<file path="src/rtl/cmd_sequencer.sv">
// cmd_sequencer: queues 16-bit commands and issues them one at a time to the
// remote transmitter, retiring each on ACK with bounded retry and timeout.
module cmd_sequencer #(
   parameter int         DEPTH     = 4,
   parameter int         TIMEOUT   = 100000,
   parameter int         MAX_RETRY = 2,
   parameter logic [7:0] ACK       = 8'hA5
) (
   input  logic        clk,
   input  logic        rst_n,
   input  logic        wr_cmd,
   input  logic [15:0] cmd_in,
   output logic        full,
   output logic        empty,
   output logic [15:0] cmd,
   output logic        send_cmd,
   input  logic        cmd_sent,
   input  logic        resp_rdy,
   input  logic [7:0]  resp,
   output logic        busy,
   output logic [7:0]  ack_cnt,
   output logic        err,
   input  logic        clr_err,
   output logic [15:0] err_cmd
);
   localparam int AW = $clog2(DEPTH);
   localparam int TW = $clog2(TIMEOUT) + 1;
   localparam int RW = $clog2(MAX_RETRY + 2);

   localparam logic [AW:0]   FULL_CNT = (AW+1)'(DEPTH);
   localparam logic [TW-1:0] T_LAST   = TW'(TIMEOUT - 1);
   localparam logic [RW-1:0] R_MAX    = RW'(MAX_RETRY);

   localparam logic [1:0] IDLE      = 2'd0;
   localparam logic [1:0] LAUNCH    = 2'd1;
   localparam logic [1:0] WAIT_SENT = 2'd2;
   localparam logic [1:0] WAIT_RESP = 2'd3;

   logic [15:0]   mem [DEPTH];
   logic [AW-1:0] rd_ptr;
   logic [AW-1:0] wr_ptr;
   logic [AW:0]   count;
   logic [1:0]    state;
   logic [1:0]    state_nx;
   logic          sent_mask;
   logic [TW-1:0] timer;
   logic [RW-1:0] retry;
   logic          push;
   logic          pop;
   logic          ack_hit;
   logic          fail;
   logic          give_up;

   assign full     = (count == FULL_CNT);
   assign empty    = (count == '0);
   assign cmd      = mem[rd_ptr];
   assign send_cmd = (state == LAUNCH);
   assign busy     = (state != IDLE);
   assign push     = wr_cmd && !full;

   // A response in the timeout cycle wins over the timeout.
   always_comb begin
      ack_hit = 1'b0;
      fail    = 1'b0;
      if (state == WAIT_RESP) begin
         if (resp_rdy) begin
            ack_hit = (resp == ACK);
            fail    = (resp != ACK);
         end else begin
            fail = (timer == T_LAST);
         end
      end
   end

   assign give_up = fail && !(retry < R_MAX);
   assign pop     = ack_hit || give_up;

   always_comb begin
      state_nx = state;
      unique case (state)
         IDLE:      if (!empty) state_nx = LAUNCH;
         LAUNCH:    state_nx = WAIT_SENT;
         WAIT_SENT: if (!sent_mask && cmd_sent) state_nx = WAIT_RESP;
         WAIT_RESP: begin
            if (pop)       state_nx = IDLE;
            else if (fail) state_nx = LAUNCH;
         end
         default:   state_nx = IDLE;
      endcase
   end

   always_ff @(posedge clk) begin
      if (push) mem[wr_ptr] <= cmd_in;
   end

   always_ff @(posedge clk or negedge rst_n) begin
      if (!rst_n) begin
         rd_ptr <= '0;
         wr_ptr <= '0;
         count  <= '0;
      end else begin
         if (push) wr_ptr <= wr_ptr + AW'(1);
         if (pop)  rd_ptr <= rd_ptr + AW'(1);
         if (push && !pop)      count <= count + (AW+1)'(1);
         else if (!push && pop) count <= count - (AW+1)'(1);
      end
   end

   // The transmitter drops cmd_sent one cycle late, so mask it right after LAUNCH.
   always_ff @(posedge clk or negedge rst_n) begin
      if (!rst_n) begin
         state     <= IDLE;
         sent_mask <= 1'b0;
         timer     <= '0;
         retry     <= '0;
      end else begin
         state     <= state_nx;
         sent_mask <= (state == LAUNCH);
         if (state == WAIT_RESP) timer <= timer + TW'(1);
         else                    timer <= '0;
         if (state == IDLE)            retry <= '0;
         else if (fail && !give_up)    retry <= retry + RW'(1);
      end
   end

   always_ff @(posedge clk or negedge rst_n) begin
      if (!rst_n) begin
         ack_cnt <= '0;
         err     <= 1'b0;
         err_cmd <= '0;
      end else begin
         if (ack_hit) ack_cnt <= ack_cnt + 8'd1;
         if (give_up) begin
            err     <= 1'b1;
            err_cmd <= cmd;
         end else if (clr_err) begin
            err <= 1'b0;
         end
      end
   end
endmodule

</file>
<file path="config.mk">
export PLATFORM = sky130hd
export DESIGN_NAME = cmd_sequencer
export DESIGN_NICKNAME = d
export VERILOG_FILES = /design/src/rtl/cmd_sequencer.sv
export SDC_FILE = /design/constraint.sdc
export NUM_CORES = 1
export LEC_CHECK = 0
export ABC_AREA = 1
export ABC_CLOCK_PERIOD_IN_PS = 6700
export CAP_MARGIN = 20
export CORE_UTILIZATION = 68
export CTS_CLUSTER_SIZE = 14
export DETAILED_ROUTE_END_ITERATION = 10
export DONT_BUFFER_PORTS = 1
export PLACE_DENSITY = 0.92
export SLEW_MARGIN = 20
export SYNTH_ARGS = -nofsm -noshare
export SYNTH_HDL_FRONTEND = slang
export SYNTH_SLANG_ARGS = --single-unit
</file>
<file path="constraint.sdc">
create_clock -name clk -period 6.7 [get_ports clk]
set_input_delay 0.67 -clock clk [delete_from_list [all_inputs] [get_ports clk]]
set_output_delay 0.67 -clock clk [all_outputs]
set_load 0.01 [all_outputs]
</file>
# Yosys cells after proc, flatten, opt, wreduce, memory -nomap -nowiden
# Memories as Yosys holds them, arrays and structs flattened.
# Cells that the tools add are included.
word_totals:
  regBits: 55
  ram_bits: 64
  inputBits: 30
  output_inout_bits: 45
  word_cells: 67
  memories: 1
classes:
  add_sub_neg: 7
  n_lt_le_gt_ge: 1
  eq_ne: 10
  mux: 18
  n_reduce_logical: 20
mem_list:
  columns: ["name", "depth", "word_bits", "rd", "rd_ports_with_merged_regs", "write_ports", "line_no", "text"]
  rows:
  - ["mem", 4, 16, 1, 0, 1, "39", "logic [15:0] mem [DEPTH];"]
op_table:
  columns: ["cell", "count"]
  rows:
  - ["$add 18x1->18 const B", 1]
  - ["$eq 18x17->1 const B", 1]
  - ["$mux 18", 1]
  - ["$mux 2", 6]
  - ["$add 8x1->8 const B", 1]
  - ["$eq 8x8->1 const B", 1]
  - ["$mux 1", 8]
  - ["$ne 8x8->1 const B", 1]
  - ["$pmux 2 s4", 1]
  - ["$reduce_bool 2->1", 4]
  - ["$add 2x1->2 const B", 3]
  - ["$logic_and 1x1->1", 6]
  - ["$logic_not 1->1", 6]
  - ["$mux 3", 2]
  - ["$eq 2x2->1 const B", 2]
  - ["$ne 2x2->1 const B", 2]
  - ["$add 3x1->3 const B", 1]
  - ["$eq 3x3->1 const B", 1]
  - ["$logic_not 3->1", 1]
  - ["$ne 3x3->1 const B", 1]
  - ["$reduce_and 3->1", 1]
  - ["$sub 3x1->3 const B", 1]
  - ["$eq 2x1->1 const B", 1]
  - ["$logic_not 2->1", 1]
  - ["other kinds (2)", 2]

# Longest topological paths before layout
depth:
  ltp_word: 8
  ltp_mapped: 16
  mapped_depth_nobuf: 15

# Worst setup path before layout
# Ideal clock, no wire load.
synth_timing:
  path_type: "input to register"
  startpoint: "in resp[1]"
  endpoint: "reg count[2]"
  setup_time_ns: 0.131
  arrival_time_ns: 2.351
  required_time_ns: 6.569
  setup_slack_ns: 4.219
  cell_stages: 16
  n_path_buf: 1
  cell_sequence: "inv_1 > nand2_1 > nor2_1 > nand3_1 > nand2_1 > inv_1 > nand3_2 > buf_6 > nand2_4 > inv_1 > ha_1 > inv_1 > fa_1 > a21oi_1 > o21ai_0 > xor2_1"
synth_between:
  elab_chain_len: 8
  word_cells_on_any_way: 13
  cone_classes: "eq/ne: 2; mux: 5; reduce/logical: 6"
synth_lines:
  columns: ["item", "line_no", "text"]
  rows:
  - ["from (decl)", "19", "input logic [7:0] resp,"]
  - ["$ne 8x8->1", "68", "fail = (resp != ACK);"]
  - ["$mux 1", "66", "if (resp_rdy) begin"]
  - ["$mux 1", "65", "if (state == WAIT_RESP) begin"]
  - ["$logic_and 1x1->1", "75", "assign give_up = fail && !(retry < R_MAX);"]
  - ["$logic_or 1x1->1 *", "76", "assign pop = ack_hit || give_up;"]
  - ["$logic_not 1->1", "104", "if (push && !pop) count <= count + (AW+1)'(1);"]
  - ["$logic_and 1x1->1", "104", null]
  - ["$mux 3 or $reduce_bool 2->1 (tied branches)", null, null]
  - ["to (signal assigned)", "104", null]
  - ["to (signal assigned)", "105", "else if (!push && pop) count <= count - (AW+1)'(1);"]
  - ["to (decl)", "42", "logic [AW:0] count;"]
# Every way passes the cells marked *; elsewhere a longest branch is shown, timed or not.
# A chain may end at the register's enable or synchronous reset.

# Final worst setup path
layout_timing:
  startpoint: "reg rd_ptr[0]"
  endpoint: "out cmd[11]"
layout_between:
  elab_chain_len: 1
layout_lines:
  columns: ["item", "line_no", "text"]
  rows:
  - ["from (decl)", "40", "logic [AW-1:0] rd_ptr;"]
  - ["from (signal assigned)", "103", "if (pop) rd_ptr <= rd_ptr + AW'(1);"]
  - ["$mem_v2 4x16", null, null]
  - ["to (decl)", "15", "output logic [15:0] cmd,"]
# Every way passes these cells.

==> reports/results.txt <==
Die Area - 7870 um^2
Synth Instances - 482
Pin count of the biggest net entering global routing - 56
Comb pwr share - 22.5%
Register bit total from synthesis - 119
# IOs - 75
Count of final setup violators - 0
Buf/Inv on CP - 1
Fin cells - 606
Via count - 3650
CTS max path bufs - 2
Post-Syn Area - 5120 um^2
Final Max Slew Viols - 0
CP Capture Type - output port
Detailed Place HPWL - 7140 um
Crit Path Class - flip-flop to output port
Tot Pwr - 2.54 mW
Crit start category - flip-flop
Mean Syn Cell Area - 10.6 um^2
Worst R2R Path Depth - 10
Gr ovfl total - 0
Overall global routing resource usage - 31.2%
CP top delay family - flip-flops
Post-layout min period - 3670 ps
Initial antenna violation count - 0
Critical-path cell list - inv_1 -> o21ai_0 -> o22ai_1
Rel. slew slack - 28.8%
FF-to-FF setup slack - 3680 ps
Slew @ Worst Pin - 1070 ps
Yosys Warn Count - 0
Synth cell types - 36
Clk pwr share - 34.9%
Post-Place Cells - 572
Clk_skew - 4.89 ps
Initial Utilization - 70.5%
Setup TNS - 0 ps
Final core occ - 80.1%
Reg2reg start - state[0]$_DFFE_PN0P_
FILL cells - 377
Synth-to-Final Area Change - 13.6%
IO buf count - 0
Placed inst area - 5190 um^2
Critical Path AT - 3000 ps
Clock root buffer - clkbuf_8
Internal power - 1.64 mW
GPL Wtd Cong - 0.903
Worst Hold Class - input pin to flip-flop
Vias in the first global route - 3547
Hold_ws - 238 ps
Critical Path Max Stage Delay - 1040 ps
Core footprint - 7250 um^2
CTS tree - built
Pwr Density - 438 nW/um^2
Fin. Hold Viols - 0
Syn Nets - 524
Levels on crit path - 3
Sw frac - 35.6%
TritonCTS Buffers - 17
Switching Power - 0.905 mW
Setup Buffers After CTS - 0
Drt total wl - 11300 um
Reg clk slew, reported paths - 60 ps
Die span in x - 88.7 um
Share of cells above drive strength 1 - 9.86%
Hold Path Origin - cmd_in[4]
Register Area - 3300 um^2
Worst Hold Endpoint - mem[3][4]$_DFFE_PP_
Iter 0 DRT Violations - 361
Dpl ws - 3720 ps
H-tree levels - 4
DRT antenna net count - 0
Max-cap violation count - 0
Crit-path max FO - 35
DRT Pass-1 Iters - 5
VDD IR max - 376 uV
Clk Latency, worst-skew pair - 520 ps
Worst hold stages - 0
Post-route clock period utilization - 54.7%
Resize count post-CTS - 0
Sequential share of the synthesized area - 64.5%
Final Cell Area - 5810 um^2
Req. time, crit path - 6030 ps
Seq pwr share - 42.6%
Worst Slack Setup Final - 3030 ps
Peak Freq - 273 MHz
Rows - 31
RSZ-0062 raised after global routing - no
First-pass GRT wire length - 17200 um
CP max-delay cell - dfrtp_1
Status - completed
Multi-input gate area - 1580 um^2
Antenna diodes - 0
TritonCTS sink count - 119
DRC Markers - 0
RR Endpoint - count[1]$_DFFE_PN0P_
DR vias/cell - 6.02
Nets - 536
Die Y - 88.7 um
Wirelength per Cell - 18.6 um
Pleak - 2.43 nW
[synth_stat cells]
cell | n | area share, %
a21oi_1 | 11 | 1.1
o21ai_0 | 44 | 4.3
nand2_1 | 101 | 7.4
dfrtp_1 | 55 | 27
nand3b_1 | 1 | 0.15
nor2_1 | 66 | 4.8
nor4_1 | 1 | 0.12
edfxtp_1 | 64 | 38
nand2_4 | 1 | 0.22
nand2_2 | 3 | 0.37
buf_8 | 1 | 0.29
xnor2_1 | 5 | 0.86
nor2_4 | 1 | 0.22
nor3_4 | 1 | 0.32
inv_2 | 1 | 0.073
or2_1 | 1 | 0.12
buf_2 | 3 | 0.29
clkinv_1 | 1 | 0.073
a31o_2 | 1 | 0.17
o21ai_1 | 3 | 0.29
nor3_2 | 2 | 0.39
clkbuf_1 | 7 | 0.51
or2_0 | 1 | 0.12
nand3_2 | 2 | 0.39
ha_1 | 11 | 2.7
buf_6 | 2 | 0.44
nand3_1 | 11 | 1.1
inv_1 | 41 | 3.0
nor4_2 | 1 | 0.24
mux2_2 | 1 | 0.22
o22ai_1 | 16 | 2.0
fa_1 | 1 | 0.39
and3_1 | 1 | 0.12
nor3_1 | 7 | 0.68
nand4_1 | 3 | 0.37
xor2_1 | 10 | 1.7
[layout make-up]
type                       instances  area share [%]
clock inverter                    15            2.89
sequential                       119            56.8
timing repair buffer               6            1.16
inverter                          43            2.78
tap                               99            2.13
clock buffer                      17            7.13
multi-input combinational        307            27.2
[registers in the layout (all words and copies together) (netlist names)]
signal,cells
count,3
mem,64
ack_cnt,8
retry,2
err_cmd,16
wr_ptr,2
state,2
sent_mask,1
timer,18
err,1
rd_ptr,2
[routing by layer]
layer | up-vias | GRT usage (%) | routed length, um
li1 | 1634 | - | -
met1 | 1767 | 35.6 | 4040
met2 | 219 | 50.2 | 5600
met3 | 30 | 15.4 | 1370
met4 | 0 | 12.9 | 279
met5 | - | 0 | 0
[power by group through the flow]
stage | Clock, mW | Sequential [mW] | Combinational, mW
6_report | 0.888 | 1.08 | 0.572
5_1_grt | 0.931 | 1.10 | 0.631
4_1_cts | 0.897 | 1.08 | 0.565
3_5_place_dp | 0 | 1.09 | 0.544
3_3_place_gp | 0 | 1.08 | 0.504
2_1_floorplan | 0 | 1.02 | 0.446
[cells by family (layout without fill, tap and decap cells)]
family / count (synthesis) / count (layout) / share of synthesized area, %
DFF: 119 / 119 / 64.5
AOI/OAI and AO/OA: 75 / 75 / 7.80
muxes: 1 / 1 / 0.220
and+or+nand+nor: 204 / 204 / 17.2
buffers and inverters: 56 / 81 / 4.70
xor gates and xnor gates: 15 / 15 / 2.57
adders and majority gates: 12 / 12 / 3.08
[worst max-delay path by stage]
stage,startpoint,to
5_1_grt,rd_ptr[0]$_DFFE_PN0P_,cmd[11]
2_1_floorplan,resp[1],count[2]$_DFFE_PN0P_
3_5_place_dp,resp_rdy,count[1]$_DFFE_PN0P_
4_1_cts,rd_ptr[0]$_DFFE_PN0P_,cmd[11]
3_3_place_gp,resp_rdy,count[1]$_DFFE_PN0P_
6_report,rd_ptr[0]$_DFFE_PN0P_,cmd[11]
[repair_timing]
action                     in CTS  in global routing
setup endpoints to repair       0                  0
hold buffers                    2                  0
hold endpoints to repair       55                  0
[cells in the final DEF, fill, tap and decap left out, types with 2 or more instances in the layout]
| cell type | n |
|---|---|
| nor3_1 | 7 |
| a21oi_1 | 11 |
| clkinvlp_4 | 2 |
| xnor2_1 | 5 |
| nor2_1 | 66 |
| clkinv_1 | 2 |
| inv_1 | 41 |
| dfrtp_1 | 55 |
| nand3_2 | 2 |
| clkbuf_16 | 16 |
| clkinv_4 | 2 |
| edfxtp_1 | 64 |
| xor2_1 | 10 |
| nor3_2 | 2 |
| inv_6 | 5 |
| ha_1 | 11 |
| nand2_1 | 101 |
| o21ai_0 | 44 |
| o22ai_1 | 16 |
| buf_4 | 4 |
| nand2_2 | 3 |
| nand4_1 | 3 |
| o21ai_1 | 3 |
| bufinv_16 | 2 |
| inv_8 | 2 |
| nand3_1 | 11 |
(Power assumes the default switching activity.)
